--- src/rtl/sqr_chain_ctrl.sv ---
// Repeated-squaring sequencer over GF(2^233), field polynomial x^233 + x^74 + 1.
// Define SQR_DOUBLE_EN to cascade two squarers and retire up to two squarings per cycle.
module sqr_chain_ctrl #(
  parameter int M     = 233,
  parameter int CNT_W = 8
) (
  input  logic             i_clk,
  input  logic             i_rst,
  input  logic             i_start,
  input  logic [CNT_W-1:0] i_nsq,
  input  logic [M-1:0]     i_din,
  output logic             o_busy,
  output logic             o_done,
  output logic [M-1:0]     o_dout
);

  localparam int PW = 2 * M - 1;

  typedef enum logic [1:0] {
    S_IDLE = 2'd0,
    S_RUN  = 2'd1,
    S_DONE = 2'd2
  } state_t;

  state_t           r_state;
  logic [M-1:0]     r_work;
  logic [CNT_W-1:0] r_cnt;
  logic             r_busy;
  logic             r_done;

  logic [M-1:0]     w_sq1;

  // Spread the bits to even positions, then fold every term of degree >= 233
  // back down using x^233 = x^74 + 1, highest degree first so folded terms
  // that still land above 232 are folded again.
  function automatic logic [M-1:0] gf_sqr(input logic [M-1:0] a);
    logic [PW-1:0] c;
    c = '0;
    for (int i = 0; i < M; i++) begin
      c[2*i] = a[i];
    end
    for (int k = PW - 1; k >= M; k--) begin
      if (c[k]) begin
        c[k-M+74] = ~c[k-M+74];
        c[k-M]    = ~c[k-M];
        c[k]      = 1'b0;
      end
    end
    return c[M-1:0];
  endfunction

  assign w_sq1 = gf_sqr(r_work);

`ifdef SQR_DOUBLE_EN
  logic [M-1:0] w_sq2;
  assign w_sq2 = gf_sqr(w_sq1);
`endif

  always_ff @(posedge i_clk or posedge i_rst) begin
    if (i_rst) begin
      r_state <= S_IDLE;
      r_work  <= '0;
      r_cnt   <= '0;
      r_busy  <= 1'b0;
      r_done  <= 1'b0;
    end else begin
      r_done <= 1'b0;
      case (r_state)
        S_IDLE, S_DONE: begin
          if (i_start) begin
            r_work <= i_din;
            r_cnt  <= i_nsq;
            if (i_nsq == '0) begin
              r_state <= S_DONE;
              r_done  <= 1'b1;
              r_busy  <= 1'b0;
            end else begin
              r_state <= S_RUN;
              r_busy  <= 1'b1;
            end
          end else begin
            r_state <= S_IDLE;
            r_busy  <= 1'b0;
          end
        end
        S_RUN: begin
`ifdef SQR_DOUBLE_EN
          if (r_cnt >= CNT_W'(2)) begin
            r_work <= w_sq2;
            r_cnt  <= r_cnt - CNT_W'(2);
            if (r_cnt == CNT_W'(2)) begin
              r_state <= S_DONE;
              r_done  <= 1'b1;
              r_busy  <= 1'b0;
            end
          end else begin
            // Odd remainder: finish with a single squaring.
            r_work  <= w_sq1;
            r_cnt   <= '0;
            r_state <= S_DONE;
            r_done  <= 1'b1;
            r_busy  <= 1'b0;
          end
`else
          r_work <= w_sq1;
          r_cnt  <= r_cnt - CNT_W'(1);
          if (r_cnt == CNT_W'(1)) begin
            r_state <= S_DONE;
            r_done  <= 1'b1;
            r_busy  <= 1'b0;
          end
`endif
        end
        default: begin
          r_state <= S_IDLE;
          r_busy  <= 1'b0;
        end
      endcase
    end
  end

  assign o_busy = r_busy;
  assign o_done = r_done;
  assign o_dout = r_work;

endmodule
--- config.mk ---
export PLATFORM = sky130hd
export DESIGN_NAME = sqr_chain_ctrl
export DESIGN_NICKNAME = d
export VERILOG_FILES = /design/src/rtl/sqr_chain_ctrl.sv
export SDC_FILE = /design/constraint.sdc
export NUM_CORES = 1
export LEC_CHECK = 0
export ABC_AREA = 1
export BUFFER_PORTS_ARGS = -buffer_cell sky130_fd_sc_hd__buf_2
export CAP_MARGIN = 20
export CORE_AREA = 3 3 183 185
export CTS_CLUSTER_DIAMETER = 60
export DETAILED_ROUTE_END_ITERATION = 10
export DIE_AREA = 0 0 186 188
export PLACE_DENSITY = 0.67
export SKIP_CTS_REPAIR_TIMING = 1
export SYNTH_ARGS = -nofsm -noshare
export SYNTH_HDL_FRONTEND = slang
export SYNTH_SLANG_ARGS = --single-unit
--- constraint.sdc ---
create_clock -name i_clk -period 15.7 [get_ports i_clk]
set_input_delay 1.57 -clock i_clk [delete_from_list [all_inputs] [get_ports i_clk]]
set_output_delay 1.57 -clock i_clk [all_outputs]
set_load 0.05 [all_outputs]
==> reports/qor.yml <==
yosys.cell_types.count: 31
final_util_pct: 50.1
crit_path_end_kind: "flop"
dp_slack_ns: 11.45
clk_pin_slew_worst_paths_ns: 0.06
slew_headroom_pct: 21.4
viasPerCell: 5.54
ys_top_cells_by_area: "dfrtp_1, nand2_1, o211ai_1"
die_h_um: 188
syn_inst: 1559
synth_warnings: 0
cts_tree: "done"
pin_count: 479
place_hpwl_um: 40700
initial_core_util_pct: 39.6
gp_congestion: 0.944
fmax_ghz: 0.270
post_drt_wl_per_cell_um: 22.9
area_growth_pct: 26.5
antenna_found_initial: 14
drt_iter0_markers: 1158
min_period_ns: 3.70
clk_latency_ns: 0.54
grt_usage_pct: 30.3
rsz0062_at_grt: "false"
maxCapViolCount: 0
outcome: "finished, final reports clean"
synthDominantCellAreaShare_pct: 47.8
drive_above_1_share_pct: 28.1
clock_skew_ns: 0.0119
path_class: "reg -> reg"
hold_class: "reg -> reg"
worst_slew_pin_slew_ns: 1.18
setup_slack_ns: 12.00
synth-seq-cells: 244
finalHoldViolCount: 0
die_w_um: 186
critPathRequiredTime_ns: 16.17
cp_data_arrival_time_ns: 4.17
finalWirelength_um: 55300
port_buffers: 478
nets: 2222
setup_viol: 0
ys_seq_area_share_pct: 47.8
vias: 13400
htreeDepth: 1
numClockSinks: 244
final_area_mm2: 0.0161
synth-edff-count: 0
ys.flop_type: "dfrtp_1"
fp.coreArea_mm2: 0.0322
tns_ns: 0
critPathMaxFanout: 180
critPathLaunchType: "flop"
grt_max_degree: 181
place_area_mm2: 0.0151
synth_nets: 1805
grt_pass1_vias: 12600
ant_nets: 0
drt-pass1-iter-count: 5
die_area_mm2: 0.0350
maxSlewViolCount: 0
synth-async-reset-ratio_pct: 100
clock-root-buffer: "clkbuf_16"
clock_path_buffers: 3
synth_area_mm2: 0.0128
grt_pass1_wl_um: 79700
num_rows: 66
min_period_over_period_pct: 23.6
drc: 0
yosys.area.top_type: "dfrtp_1"
grt.overflow.total: 0
avgSynthCellArea_um2: 8.19
cts_buffers: 29
[layout by cell type (no fill, tap or decap), types with 2 or more instances in the layout]
cell	n
inv_8	2
a211oi_1	5
or2_2	14
ha_1	2
buf_2	478
clkbuf_1	4
clkbuf_8	8
a21oi_1	110
nor2_1	112
xor2_1	44
nor3_2	2
nand4_1	2
o211ai_1	104
nand2_1	278
clkinvlp_4	2
xnor2_1	11
inv_1	130
o21ai_0	152
clkinv_2	6
bufinv_16	2
buf_4	11
dfrtp_1	244
o221ai_1	2
o22ai_1	41
nand3_1	76
diode_2	8
nor3_1	55
o21ai_1	60
clkbuf_16	29
[per-layer routing]
| layer | vias up | global-route usage, % | part of all wire, % |
|---|---|---|---|
| met5 | - | 0 | 0.11 |
| met4 | 10 | 9.57 | 3.4 |
| met3 | 107 | 7.45 | 9.9 |
| met2 | 740 | 46.9 | 45 |
| met1 | 6384 | 41.9 | 41 |
| li1 | 6125 | - | - |
[cell usage after synthesis, drive strengths merged (5+ instances only)]
library cell    n
a211oi          5
a21oi         110
buf            83
clkbuf         21
dfrtp         244
inv           135
nand2         280
nand3          76
nor2          113
nor3           57
o211ai        104
o21ai         212
o22ai          41
or2            15
xnor2          11
xor2           44
[kinds of logic after synthesis]
| group | count (synthesis) | share of synthesized area, % |
|---|---|---|
| AO/OA/AOI/OAI | 476 | 21.3 |
| XOR/XNOR | 55 | 3.77 |
| adder cells (fa/ha/maj) | 2 | 0.196 |
| buffers and inverters | 239 | 8.95 |
| flip-flops | 244 | 47.8 |
| AND/OR/NAND/NOR | 543 | 17.9 |
[layout make-up]
class                   instances  area [µm²]
diodes                          8        20.0
clock buffers                  41         851
clock inverters                10         115
fillers                      3177       16100
inverters                     135         519
multi-input cells            1076        5520
flip-flops and latches        244        6110
well taps                     408         510
repair buffers                490        2500
[through the flow]
stage	hold slack [ns]	instances
floorplan	0.464	1559
global placement	0.487	2352
detailed placement	0.490	2352
CTS	0.506	2403
global route	0.528	2410
finish	0.516	2412
[state kept, by name, summed over array words and instances (netlist names)]
signal,cells
r_cnt,8
o_dout,233
o_done,1
r_state,2
[final timing paths]
check                                        startpoint  slack [ns]  cells after the start                       to
worst max-delay path             r_state[1]$_DFFE_PP0P_       12.00                      6   o_dout[60]$_DFFE_PP0P_
max in group asynchronous                         i_rst       13.09                      3   o_dout[92]$_DFFE_PP0P_
min in group asynchronous                         i_rst        1.14                      2   o_dout[18]$_DFFE_PP0P_
worst min register to register  o_dout[116]$_DFFE_PP0P_        0.52                      2  o_dout[116]$_DFFE_PP0P_
worst min-delay path            o_dout[116]$_DFFE_PP0P_        0.52                      2  o_dout[116]$_DFFE_PP0P_
worst max register to register   r_state[1]$_DFFE_PP0P_       12.00                      6   o_dout[60]$_DFFE_PP0P_
[critical path, stage by stage, from the launching register on]
cell and delay, ns:
dfrtp_1 0.43, nor2_8 0.68, inv_4 0.44, nand2_8 0.82
buf_4 0.78, o211ai_1 0.22, o21ai_1 0.12
Power is left out: the tool's default activity adds up to more than one toggle a clock period on the data nets, which glitch-free logic cannot reach.
